==> src/rtl/uart_tx_pkg.sv <==
// Shared UART transmitter types: FSM state encoding and the idle level of the serial line.
package uart_tx_pkg;

  typedef enum logic [2:0] {
    s_IDLE         = 3'd0,
    s_TX_START_BIT = 3'd1,
    s_TX_DATA_BITS = 3'd2,
    s_TX_STOP_BIT  = 3'd3,
    s_CLEANUP      = 3'd4
  } state_t;

  localparam logic SERIAL_IDLE = 1'b1;

endpackage

==> src/rtl/uart_tx_if.sv <==
// Host-side byte handshake and serial/status outputs of the UART transmitter.
interface uart_tx_if;

  logic       i_TX_DV;
  logic [7:0] i_TX_Byte;
  logic       o_TX_Serial;
  logic       o_TX_Active;
  logic       o_TX_Done;

  modport master (
    output i_TX_DV, i_TX_Byte,
    input  o_TX_Serial, o_TX_Active, o_TX_Done
  );

  modport slave (
    input  i_TX_DV, i_TX_Byte,
    output o_TX_Serial, o_TX_Active, o_TX_Done
  );

endinterface

==> src/rtl/uart_tx_shift_reg.sv <==
// Frame data holding register with bit index counter; bit_out presents the bit selected
// by the index the counter will hold after the coming edge.
module uart_tx_shift_reg #(
  parameter int DATA_BITS = 8,
  parameter int IDX_W     = (DATA_BITS > 1) ? $clog2(DATA_BITS) : 1
) (
  input  logic                 clk,
  input  logic                 rst,
  input  logic                 load,
  input  logic                 clear,
  input  logic                 advance,
  input  logic [DATA_BITS-1:0] data,
  output logic [IDX_W-1:0]     index,
  output logic                 bit_out
);

  localparam logic [IDX_W-1:0] LAST_IDX = IDX_W'(DATA_BITS - 1);

  logic [DATA_BITS-1:0] sreg;
  logic [IDX_W-1:0]     index_next;

  // Index saturates at the last data bit so it can never wrap.
  always_comb begin
    index_next = index;
    if (load || clear) begin
      index_next = '0;
    end else if (advance && (index != LAST_IDX)) begin
      index_next = index + IDX_W'(1);
    end
  end

  assign bit_out = sreg[index_next];

  always_ff @(posedge clk or posedge rst) begin
    if (rst) begin
      sreg  <= '0;
      index <= '0;
    end else begin
      if (load) begin
        sreg <= data;
      end
      index <= index_next;
    end
  end

endmodule

==> src/rtl/uart_tx_ctrl.sv <==
// UART 8N1 transmit control FSM: accepts a host byte, sequences start/data/stop bits
// against the bit-period strobe and drives the registered serial line and status flags.
module uart_tx_ctrl
  import uart_tx_pkg::*;
#(
  parameter int DATA_BITS = 8
) (
  input  logic     i_Clock,
  input  logic     i_Reset,
  uart_tx_if.slave host,
  input  logic     clk_count_enable,
  output state_t   next_state
);

  localparam int               IDX_W    = (DATA_BITS > 1) ? $clog2(DATA_BITS) : 1;
  localparam logic [IDX_W-1:0] LAST_IDX = IDX_W'(DATA_BITS - 1);

  state_t           state;
  logic             load;
  logic             clear;
  logic             advance;
  logic             bit_out;
  logic             serial_next;
  logic [IDX_W-1:0] index;
  logic             unused_byte_bits;

  assign unused_byte_bits = ^host.i_TX_Byte;

  uart_tx_shift_reg #(
    .DATA_BITS (DATA_BITS),
    .IDX_W     (IDX_W)
  ) u_shift (
    .clk     (i_Clock),
    .rst     (i_Reset),
    .load    (load),
    .clear   (clear),
    .advance (advance),
    .data    (host.i_TX_Byte[DATA_BITS-1:0]),
    .index   (index),
    .bit_out (bit_out)
  );

  always_comb begin
    next_state = state;
    load       = 1'b0;
    clear      = 1'b0;
    advance    = 1'b0;
    case (state)
      s_IDLE: begin
        if (host.i_TX_DV) begin
          next_state = s_TX_START_BIT;
          load       = 1'b1;
        end
      end
      s_TX_START_BIT: begin
        if (clk_count_enable) begin
          next_state = s_TX_DATA_BITS;
          clear      = 1'b1;
        end
      end
      s_TX_DATA_BITS: begin
        if (clk_count_enable) begin
          if (index == LAST_IDX) begin
            next_state = s_TX_STOP_BIT;
          end else begin
            advance = 1'b1;
          end
        end
      end
      s_TX_STOP_BIT: begin
        if (clk_count_enable) next_state = s_TX_STOP_BIT == state ? s_CLEANUP : s_IDLE;
      end
      s_CLEANUP: begin
        if (clk_count_enable) next_state = s_IDLE;
      end
      default: next_state = s_IDLE;
    endcase
    // Reset overrides everything so the counter sees IDLE in the same cycle.
    if (i_Reset) begin
      next_state = s_IDLE;
      load       = 1'b0;
      clear      = 1'b0;
      advance    = 1'b0;
    end
  end

  // Line level is decoded from next_state so it moves on the same edge as the state.
  always_comb begin
    serial_next = SERIAL_IDLE;
    case (next_state)
      s_TX_START_BIT: serial_next = 1'b0;
      s_TX_DATA_BITS: serial_next = bit_out;
      default:        serial_next = SERIAL_IDLE;
    endcase
  end

  always_ff @(posedge i_Clock or posedge i_Reset) begin
    if (i_Reset) begin
      state            <= s_IDLE;
      host.o_TX_Serial <= SERIAL_IDLE;
      host.o_TX_Active <= 1'b0;
      host.o_TX_Done   <= 1'b0;
    end else begin
      state            <= next_state;
      host.o_TX_Serial <= serial_next;
      host.o_TX_Active <= (next_state != s_IDLE);
      host.o_TX_Done   <= (next_state == s_CLEANUP);
    end
  end

endmodule

==> src/flat_wrapper.sv <==
// flat-port wrapper written by rule: the top's interface ports become plain ports
module uart_tx_ctrl_flat import uart_tx_pkg::*;
#(
  parameter int DATA_BITS = 8
)
  (i_Clock, i_Reset, clk_count_enable, next_state, host_i_TX_DV, host_i_TX_Byte, host_o_TX_Serial, host_o_TX_Active, host_o_TX_Done);
  uart_tx_if host_i ();
  input  logic i_Clock;
  input  logic i_Reset;
  input  logic clk_count_enable;
  output state_t next_state;
  input wire logic [$bits(host_i.i_TX_DV)-1:0] host_i_TX_DV;
  input wire logic [$bits(host_i.i_TX_Byte)-1:0] host_i_TX_Byte;
  output wire logic [$bits(host_i.o_TX_Serial)-1:0] host_o_TX_Serial;
  output wire logic [$bits(host_i.o_TX_Active)-1:0] host_o_TX_Active;
  output wire logic [$bits(host_i.o_TX_Done)-1:0] host_o_TX_Done;
  assign host_i.i_TX_DV = host_i_TX_DV;
  assign host_i.i_TX_Byte = host_i_TX_Byte;
  assign host_o_TX_Serial = host_i.o_TX_Serial;
  assign host_o_TX_Active = host_i.o_TX_Active;
  assign host_o_TX_Done = host_i.o_TX_Done;
  uart_tx_ctrl #(.DATA_BITS(DATA_BITS)) u_core (.i_Clock(i_Clock), .i_Reset(i_Reset), .host(host_i), .clk_count_enable(clk_count_enable), .next_state(next_state));
endmodule
==> config.mk <==
export PLATFORM = sky130hd
export DESIGN_NAME = uart_tx_ctrl_flat
export DESIGN_NICKNAME = d
export VERILOG_FILES = /design/src/rtl/uart_tx_pkg.sv /design/src/rtl/uart_tx_if.sv /design/src/rtl/uart_tx_shift_reg.sv /design/src/rtl/uart_tx_ctrl.sv /design/src/flat_wrapper.sv
export SDC_FILE = /design/constraint.sdc
export NUM_CORES = 1
export LEC_CHECK = 0
export ABC_AREA = 0
export BUFFER_PORTS_ARGS = -buffer_cell sky130_fd_sc_hd__buf_4
export CAP_MARGIN = 10
export CELL_PAD_IN_SITES_DETAIL_PLACEMENT = 0
export CELL_PAD_IN_SITES_GLOBAL_PLACEMENT = 1
export CORE_MARGIN = 10
export CORE_UTILIZATION = 45
export DETAILED_ROUTE_END_ITERATION = 10
export GPL_TIMING_DRIVEN = 0
export PLACE_DENSITY_LB_ADDON = 0.1
export SKIP_CTS_REPAIR_TIMING = 1
export SLEW_MARGIN = 20
export SYNTH_ARGS = -nofsm -noshare
export SYNTH_HDL_FRONTEND = slang
export SYNTH_SLANG_ARGS = --single-unit
==> constraint.sdc <==
create_clock -name i_Clock -period 3.65 [get_ports i_Clock]
set_input_delay 0.5475 -clock i_Clock [delete_from_list [all_inputs] [get_ports i_Clock]]
set_output_delay 0.5475 -clock i_Clock [all_outputs]
set_load 0.03 [all_outputs]
==> flow_summary.json, run 1 <==
{
  "outcome": "finished clean",
  "overflow": 0,
  "cp_data_arrival_time_ns": 2.50,
  "whs_ns": 0.376,
  "finalHoldViolations": 0,
  "critPathRequiredTime_ns": 3.84,
  "ys.flop_type": "dfrtp_1",
  "p_leak_nw": 0.520,
  "die_area_mm2": 0.00440,
  "pwr-share-comb_pct": 25.3,
  "worst-setup-path-type": "reg -> reg",
  "insertion_delay_ns": 0.28,
  "tightest_slew_ns": 0.649,
  "via_per_inst": 5.53,
  "synth_cells": 90,
  "start_util_pct": 48.2,
  "ys_ff_latch": 17,
  "r2r_end": "u_core.host.o_TX_Serial",
  "reg2reg_slack_ns": 1.33,
  "max-vdd-ir-drop_v": 0.000274,
  "die_w_um": 66.3,
  "critPathLaunchType": "flop",
  "setup_tns_ns": 0,
  "synth_cell_types": 37,
  "drive_gt1_share_pct": 36.4,
  "final_max_slew_viol_count": 0,
  "tritoncts.num_buffers": 3,
  "drc_errors": 0,
  "crit_path_cell_trace": "ha_1 -> ha_1 -> nand4bb_1 -> o21ai_2 -> nand3_1 -> a311o_1 -> o32ai_1",
  "dieHeight_um": 66.3,
  "finalNetCount": 125,
  "row_count": 16,
  "ant_nets": 0,
  "grt_antenna_before_repair": 0,
  "grt_pass1_wl_mm": 3.48,
  "use_met1_pct": 12.1,
  "drtPass1Iterations": 4,
  "powerDensity_mw_per_mm2": 391,
  "cts.clk_slew.worst_paths_ns": 0.10,
  "yosysWarnings": 0,
  "synth-async-reset-ratio_pct": 100,
  "crit_fanout": 7,
  "drt-initial-drc-count": 39,
  "layout_setup_ws_ns": 1.33,
  "synth_area_um2": 965,
  "syn_area_per_cell_um2": 10.7,
  "intPower_mw": 0.318,
  "critPathSlowestCell": "dfrtp_1",
  "routedWlPerCell_um": 14.8,
  "p_seq_share_pct": 52.5,
  "tritoncts": "done",
  "use_met2_pct": 15.2,
  "clock_power_share_pct": 22.2,
  "placed_cell_area_mm2": 0.00112,
  "switchingPower_mw": 0.130,
  "ioPinCount": 18,
  "post-route-period-util_pct": 63.5,
  "track_usage_pct": 9.77,
  "via_count": 758,
  "min_path_type": "in -> async",
  "r2r-start": "u_core.u_shift.index[0]",
  "cts-root-buf": "clkbuf_4",
  "wl_mm": 2.03,
  "synth-edff-count": 0,
  "r2r_cells": 7,
  "cts_buffer_depth": 2,
  "endpoint_kind": "flop",
  "maxClockFrequency_mhz": 432,
  "diodes": 0,
  "dp_slack_ns": 1.37,
  "htree_levels": 1,
  "grt-busiest-layer": "met2",
  "hpwl_mm": 1.57,
  "post-route-cell-area_mm2": 0.00114,
  "grt_max_degree": 18,
  "cts_sinks": 17,
  "rsz0062_at_grt": "false",
  "grt_pass1_vias": 797,
  "drv_cap": 0,
  "utilization_pct": 57.2,
  "numPortBuffers": 16,
  "slew-limit-headroom_pct": 56.7,
  "ys_seq_area_share_pct": 44.2,
  "min_period_ns": 2.32,
  "finalSetupViolCount": 0,
  "syn_to_final_growth_pct": 18.7,
  "place_congestion": 0.800,
  "crit_path_frequent_cell": "ha_1",
  "met3_usage_pct": 3.22,
  "syn_nets": 104,
  "core_area_mm2": 0.00200,
  "p_sw_share_pct": 29.0,
  "cp_slowest_stage_delay_ns": 0.45,
  "skew_ns": 0.000656
}
-- cell type report --
| cell class | instances | area (µm²) |
|---|---|---|
| flip-flops and latches | 17 | 427 |
| well taps | 27 | 33.8 |
| clock buffers | 4 | 26.3 |
| multi-input cells | 65 | 490 |
| inverters | 4 | 15.0 |
| plain buffers | 4 | 32.5 |
| repair buffers | 16 | 120 |
| fillers | 189 | 857 |
-- cells in the mapped netlist (2+ instances only) --
master	count	area share (%)
a211oi_1	3	2.3
a21o_1	2	1.6
a21oi_1	7	3.6
buf_2	2	1.0
buf_6	2	2.3
dfrtp_1	16	42
ha_1	2	2.6
inv_1	4	1.6
mux2_2	8	9.3
nand2_1	3	1.2
nand2b_1	2	1.3
nand3_1	3	1.6
nor2_1	7	2.7
nor3_1	2	1.0
o21ai_0	4	2.1
o32ai_1	2	1.8
-- registers in the layout, indices dropped and copies added (netlist names) --
name and cells:
u_core.host.o_TX_Active 1, u_core.host.o_TX_Done 1, u_core.host.o_TX_Serial 1, u_core.state 3, u_core.u_shift.index 3, u_core.u_shift.sreg 8
-- power groups by stage --
stage / Combinational (mW) / Sequential (mW) / Clock [mW]
floorplan: 0.0769 / 0.241 / 0
global placement: 0.113 / 0.238 / 0
detailed placement: 0.115 / 0.239 / 0
CTS: 0.115 / 0.235 / 0.102
global route: 0.126 / 0.239 / 0.111
finish: 0.113 / 0.235 / 0.0993
-- cell usage in the layout, fill, tap and decap left out, types with 2 or more instances in the layout --
master | synthesis | final
a211oi_1 | 3 | 3
a21o_1 | 2 | 2
a21oi_1 | 7 | 7
buf_2 | 2 | 2
buf_4 | 0 | 16
buf_6 | 2 | 2
clkbuf_4 | 0 | 3
dfrtp_1 | 16 | 16
ha_1 | 2 | 2
inv_1 | 4 | 4
mux2_2 | 8 | 8
nand2_1 | 3 | 3
nand2b_1 | 2 | 2
nand3_1 | 3 | 3
nor2_1 | 7 | 7
nor3_1 | 2 | 2
o21ai_0 | 4 | 4
o32ai_1 | 2 | 2
-- kinds of logic after synthesis --
group | Yosys count | share of synthesized area, %
xor gates and xnor gates | 1 | 0.908
DFF | 17 | 44.2
and+or+nand+nor | 27 | 17.4
adders and majority gates | 2 | 2.59
buffers and inverters | 8 | 4.93
muxes | 8 | 9.34
AOI/OAI and AO/OA | 27 | 20.6
-- metrics by stage --
| step | instances | power [mW] |
|---|---|---|
| 6_report | 137 | 0.447 |
| 5_1_grt | 137 | 0.475 |
| 4_1_cts | 137 | 0.452 |
| 3_5_place_dp | 133 | 0.353 |
| 3_3_place_gp | 133 | 0.351 |
| 2_1_floorplan | 90 | 0.318 |
-- layer usage --
metal	part of all wire [%]	vias to the layer above	wire (µm)
met2	48	12	973
met3	4.9	2	99
met1	46	371	933
met4	0.89	0	18
li1	-	373	-
met5	0	-	0
-- worst max-delay path, delay by kind of cell, from the launching register on --
family,cells,cell delay [ns]
compound gates,3,0.83
simple gates,2,0.48
fa+ha+maj,2,0.46
flops,1,0.45
-- worst max-delay path by stage --
stage / startpoint / to / depth (start not counted) / slack, ns
floorplan: u_core.u_shift.index[0] / u_core.host.o_TX_Serial / 7 / 1.60
global placement: u_core.u_shift.index[0] / u_core.host.o_TX_Serial / 7 / 1.41
detailed placement: u_core.u_shift.index[0] / u_core.host.o_TX_Serial / 7 / 1.37
CTS: u_core.u_shift.index[0] / u_core.host.o_TX_Serial / 7 / 1.34
global route: u_core.u_shift.index[0] / u_core.host.o_TX_Serial / 7 / 1.19
finish: u_core.u_shift.index[0] / u_core.host.o_TX_Serial / 7 / 1.33
No activity file was read; power rests on OpenSTA's default activity.
==> run 2, diff against run 1 <==
--- a/config.mk
+++ b/config.mk
@@ -11,7 +11,7 @@
 export CELL_PAD_IN_SITES_DETAIL_PLACEMENT = 0
 export CELL_PAD_IN_SITES_GLOBAL_PLACEMENT = 1
 export CORE_MARGIN = 10
-export CORE_UTILIZATION = 45
+export CORE_UTILIZATION = 41
 export DETAILED_ROUTE_END_ITERATION = 10
 export GPL_TIMING_DRIVEN = 0
 export PLACE_DENSITY_LB_ADDON = 0.1
==> constraint.sdc (replaced) <==
create_clock -name i_Clock -period 2.4 [get_ports i_Clock]
set_input_delay 0.36 -clock i_Clock [delete_from_list [all_inputs] [get_ports i_Clock]]
set_output_delay 0.36 -clock i_Clock [all_outputs]
set_load 0.03 [all_outputs]
==> run 2 against run 1 <==
Critical endpoint unchanged. Via count increased by 1.1%. Worst setup slack got worse by 1.2 ns. Clock skew is 0.0011 ns higher. Combinational power increased by 54%. Largest power group unchanged. Die area up 6.8%. Worst hold slack worse by 0.21 ns.
==> flow_summary.json, run 2 (synthesis gave the netlist of run 1 again) <==
{
  "intPower_mw": 0.483,
  "grt_max_degree": 18,
  "p_seq_share_pct": 51.1,
  "die_area_mm2": 0.00469,
  "cts.clk_slew.worst_paths_ns": 0.11,
  "skew_ns": 0.00180,
  "min_path_type": "in -> async",
  "crit_path_cell_trace": "ha_1 -> ha_1 -> nand4bb_2 -> o21ai_4 -> nand3_1 -> a311o_1 -> o32ai_1",
  "grt_pass1_vias": 784,
  "start_util_pct": 43.2,
  "track_usage_pct": 9.68,
  "crit_fanout": 7,
  "outcome": "finished clean",
  "post-route-period-util_pct": 93.5,
  "wl_mm": 2.08,
  "tritoncts": "done",
  "insertion_delay_ns": 0.30,
  "htree_levels": 1,
  "tritoncts.num_buffers": 3,
  "critPathBufInv": 0,
  "powerDensity_mw_per_mm2": 596,
  "via_count": 766,
  "cp_slowest_stage_delay_ns": 0.46,
  "drc_errors": 0,
  "utilization_pct": 52.4,
  "pwr-share-comb_pct": 25.0,
  "grt_pass1_wl_mm": 3.48,
  "drt-initial-drc-count": 48,
  "syn_to_final_growth_pct": 21.3,
  "final_max_slew_viol_count": 0,
  "final_cell_mix": "buf_4, dfrtp_1, mux2_2, nor2_1, a21oi_1",
  "tightest_slew_ns": 0.657,
  "drv_cap": 0,
  "maxClockFrequency_mhz": 445,
  "finalNetCount": 126,
  "grt_antenna_before_repair": 0,
  "finalSetupViolCount": 0,
  "endpoint_kind": "flop",
  "via_per_inst": 5.51,
  "drtPass1Iterations": 4,
  "placed_cell_area_mm2": 0.00112,
  "cp_data_arrival_time_ns": 2.46,
  "r2r_end": "u_core.host.o_TX_Serial",
  "crit_path_frequent_cell": "ha_1",
  "overflow": 0,
  "min_period_ns": 2.25,
  "finalHoldViolations": 0,
  "worst-setup-path-type": "reg -> reg",
  "routedWlPerCell_um": 15.0,
  "max-vdd-ir-drop_v": 0.000373,
  "r2r_cells": 7,
  "p_sw_share_pct": 30.8,
  "dieHeight_um": 68.5,
  "critPathSlowestCell": "dfrtp_1",
  "critPathRequiredTime_ns": 2.61,
  "ioPinCount": 18,
  "numPortBuffers": 16,
  "largest_reg_flops": 8,
  "reg2reg_slack_ns": 0.15,
  "cts_buffer_depth": 2,
  "die_w_um": 68.5,
  "top_regs": "u_core.u_shift.sreg: 8 flops, u_core.state: 3 flops, u_core.u_shift.index: 3 flops",
  "final_common_cell": "buf_4",
  "place_congestion": 0.763,
  "slew-limit-headroom_pct": 56.2,
  "p_leak_nw": 0.524,
  "r2r-start": "u_core.u_shift.index[0]",
  "cts-root-buf": "clkbuf_4",
  "drive_gt1_share_pct": 38.7,
  "critPathTopFamily": "compound AO/OA/AOI/OAI gates",
  "cts_sinks": 17,
  "hpwl_mm": 1.51,
  "core_area_mm2": 0.00223,
  "critPathLaunchType": "flop",
  "ant_nets": 0,
  "top_register": "u_core.u_shift.sreg",
  "switchingPower_mw": 0.215,
  "dp_cells": 134,
  "diodes": 0,
  "post_layout_nonfiller_instances": 139,
  "post-route-cell-area_mm2": 0.00117,
  "clock_power_share_pct": 23.9,
  "row_count": 17,
  "fill_cells": 215
}
-- run 2: changes by cell type in the layout (fill, tap and decap cells not counted), sizes merged --
cell | previous run | this run
buf | 20 | 21
clkinvlp | 0 | 1
clkbuf | 4 | 3
-- run 2: power groups by stage --
stage | registers, mW | logic, mW | clock network (mW)
final | 0.357 | 0.174 | 0.167
after global placement | 0.361 | 0.173 | 0
after floorplan | 0.367 | 0.117 | 0
after detailed placement | 0.363 | 0.175 | 0
after global routing | 0.365 | 0.194 | 0.184
after CTS | 0.357 | 0.175 | 0.174
-- run 2: metal layers --
layer  GRT usage, %  wire length (µm)  up-vias
met5              0                 0        -
met4           3.27                12        0
met3           4.51               130        2
met2           15.2              1000       19
met1           11.4               936      368
li1               -                 -      377
-- run 2: final cells by class --
class	count	area, µm²	area share, %
clock inverters	1	7.51	0.642
well taps	28	35.0	2.99
repair buffers	17	128	10.9
inverters	4	15.0	1.28
flip-flops and latches	17	427	36.5
plain buffers	4	32.5	2.78
multi-input cells	65	503	43.0
clock buffers	3	22.5	1.93
-- run 2: per-stage QoR --
step | TNS (ns) | hold WS [ns] | setup WS (ns) | power [mW]
global route | -0.00433 | 0.213 | -0.00433 | 0.743
CTS | 0 | 0.183 | 0.132 | 0.706
global placement | 0 | 0.483 | 0.148 | 0.534
finish | 0 | 0.170 | 0.155 | 0.698
floorplan | 0 | 0.285 | 0.353 | 0.484
detailed placement | 0 | 0.492 | 0.141 | 0.538
-- run 2: how the worst max path moves through the flow --
stage | depth (start not counted) | startpoint | endpoint | slack (ns)
2_1_floorplan | 7 | u_core.u_shift.index[0] | u_core.host.o_TX_Serial | 0.35
3_3_place_gp | 7 | u_core.u_shift.index[0] | u_core.host.o_TX_Serial | 0.15
3_5_place_dp | 7 | u_core.u_shift.index[0] | u_core.host.o_TX_Serial | 0.14
4_1_cts | 7 | u_core.u_shift.index[0] | u_core.host.o_TX_Serial | 0.13
5_1_grt | 7 | u_core.u_shift.index[0] | u_core.host.o_TX_Serial | -0.004
6_report | 7 | u_core.u_shift.index[0] | u_core.host.o_TX_Serial | 0.15
==> run 3, diff against run 2 <==
==> constraint.sdc (replaced) <==
create_clock -name i_Clock -period 2.57 [get_ports i_Clock]
set_input_delay 0.3855 -clock i_Clock [delete_from_list [all_inputs] [get_ports i_Clock]]
set_output_delay 0.3855 -clock i_Clock [all_outputs]
set_load 0.03 [all_outputs]
==> run 3 against run 2 <==
Cell count is 0.72% lower. Via count fell by 1.4%. Clock power shrank 7%. Critical path depth unchanged. Sequential power decreased by 7.0%. Critical endpoint unchanged. Worst setup slack better by 0.12 ns. Flip-flop and latch count did not move.
==> flow_summary.json, run 3 (synthesis gave the netlist of run 1 again) <==
{
  "outcome": "finished clean",
  "finalSetupViolCount": 0,
  "row_count": 17,
  "final_max_slew_viol_count": 0,
  "tritoncts.num_buffers": 3,
  "cts_buffer_depth": 2,
  "p_seq_share_pct": 51.2,
  "dieHeight_um": 68.5,
  "dp_slack_ns": 0.311,
  "maxClockFrequency_mhz": 436,
  "die_area_mm2": 0.00469,
  "htree_levels": 1,
  "cp_data_arrival_time_ns": 2.51,
  "wl_met3_um": 136,
  "tritoncts": "done",
  "critPathLaunchType": "flop",
  "finalHoldViolations": 0,
  "routedWlPerCell_um": 14.8,
  "final_cell_mix": "buf_4, dfrtp_1, mux2_2, nor2_1, a21oi_1",
  "layout_setup_ws_ns": 0.274,
  "slew-limit-headroom_pct": 56.4,
  "min_period_ns": 2.30,
  "overflow": 0,
  "utilization_pct": 51.5,
  "post_layout_nonfiller_instances": 138,
  "critPathRequiredTime_ns": 2.78,
  "post-route-period-util_pct": 89.3,
  "dp_cells": 134,
  "via_per_inst": 5.47,
  "clock_power_share_pct": 23.9,
  "top_regs": "u_core.u_shift.sreg: 8 flops, u_core.state: 3 flops, u_core.u_shift.index: 3 flops",
  "wirelength_met1_um": 938,
  "drive_gt1_share_pct": 37.3,
  "drc_errors": 0,
  "ioPinCount": 18,
  "syn_to_final_growth_pct": 19.2,
  "crit_fanout": 7,
  "top_register": "u_core.u_shift.sreg",
  "highest_layer": "met4",
  "track_usage_pct": 9.68,
  "cts.clk_slew.worst_paths_ns": 0.11,
  "grt_pass1_wl_mm": 3.48,
  "switchingPower_mw": 0.199,
  "worst-setup-path-type": "reg -> reg",
  "min_path_type": "in -> async",
  "tightest_slew_ns": 0.653,
  "grt_antenna_before_repair": 0,
  "cts-root-buf": "clkbuf_4",
  "p_total_mw": 0.649,
  "drt-initial-drc-count": 44,
  "grt_pass1_vias": 784,
  "endpoint_kind": "flop",
  "setup_tns_ns": 0,
  "skew_ns": 0.000982,
  "core_area_mm2": 0.00223,
  "met2_length_um": 954,
  "via_count": 755,
  "place_congestion": 0.763,
  "hpwl_mm": 1.51,
  "drtPass1Iterations": 4,
  "cts_sinks": 17,
  "rsz0062_at_grt": "false",
  "ant_nets": 0,
  "max-vdd-ir-drop_v": 0.000345,
  "numPortBuffers": 16,
  "intPower_mw": 0.450,
  "largest_reg_flops": 8,
  "pwr-share-comb_pct": 24.9,
  "start_util_pct": 43.2,
  "p_sw_share_pct": 30.6,
  "diodes": 0,
  "wl_mm": 2.04,
  "p_leak_nw": 0.519,
  "drv_cap": 0,
  "grt_max_degree": 18,
  "finalNetCount": 125,
  "powerDensity_mw_per_mm2": 564,
  "insertion_delay_ns": 0.30,
  "die_w_um": 68.5
}
run 3: power groups by stage:
stage / logic (mW) / registers, mW / clock network (mW)
2_1_floorplan: 0.109 / 0.343 / 0
5_1_grt: 0.180 / 0.341 / 0.171
3_5_place_dp: 0.163 / 0.339 / 0
3_3_place_gp: 0.161 / 0.337 / 0
4_1_cts: 0.163 / 0.333 / 0.162
6_report: 0.162 / 0.332 / 0.155
run 3: worst max-delay path, stage by stage, from the launching register on:
cell	delay [ns]
dfrtp_1	0.46
ha_1	0.23
ha_1	0.23
nand4bb_1	0.36
o21ai_2	0.33
nand3_1	0.11
a311o_1	0.36
o32ai_1	0.13
run 3: layer usage:
layer	vias up	GRT usage (%)
met1	362	11.4
met4	0	3.27
met3	2	4.51
li1	374	-
met2	17	15.2
met5	-	0
run 3: path summary, 6_finish.rpt:
kind                                          from                      end  slack (ns)  depth (start not counted)
hold reg to reg             u_core.u_shift.sreg[3]   u_core.u_shift.sreg[3]        0.51                          1
min in group i_Clock                       i_Reset    u_core.host.o_TX_Done        0.26                          2
hold / removal                             i_Reset    u_core.host.o_TX_Done        0.20                          2
setup / recovery           u_core.u_shift.index[0]  u_core.host.o_TX_Serial        0.27                          7
max in group asynchronous                  i_Reset          u_core.state[0]        1.96                          2
setup reg to reg           u_core.u_shift.index[0]  u_core.host.o_TX_Serial        0.27                          7
run 3: cell type report:
class | instances | area [µm²]
multi-input combinational | 65 | 490
inverter | 4 | 15.0
timing repair buffer | 16 | 120
buffer | 4 | 32.5
tap | 28 | 35.0
sequential | 17 | 427
clock buffer | 3 | 22.5
clock inverter | 1 | 7.51
fill | 221 | 1080
run 3: metrics by stage:
step / hold WS (ns) / cell area (µm²)
3_5_place_dp: 0.492 / 1120
5_1_grt: 0.239 / 1150
3_3_place_gp: 0.483 / 1120
2_1_floorplan: 0.311 / 965
6_report: 0.195 / 1150
4_1_cts: 0.208 / 1150
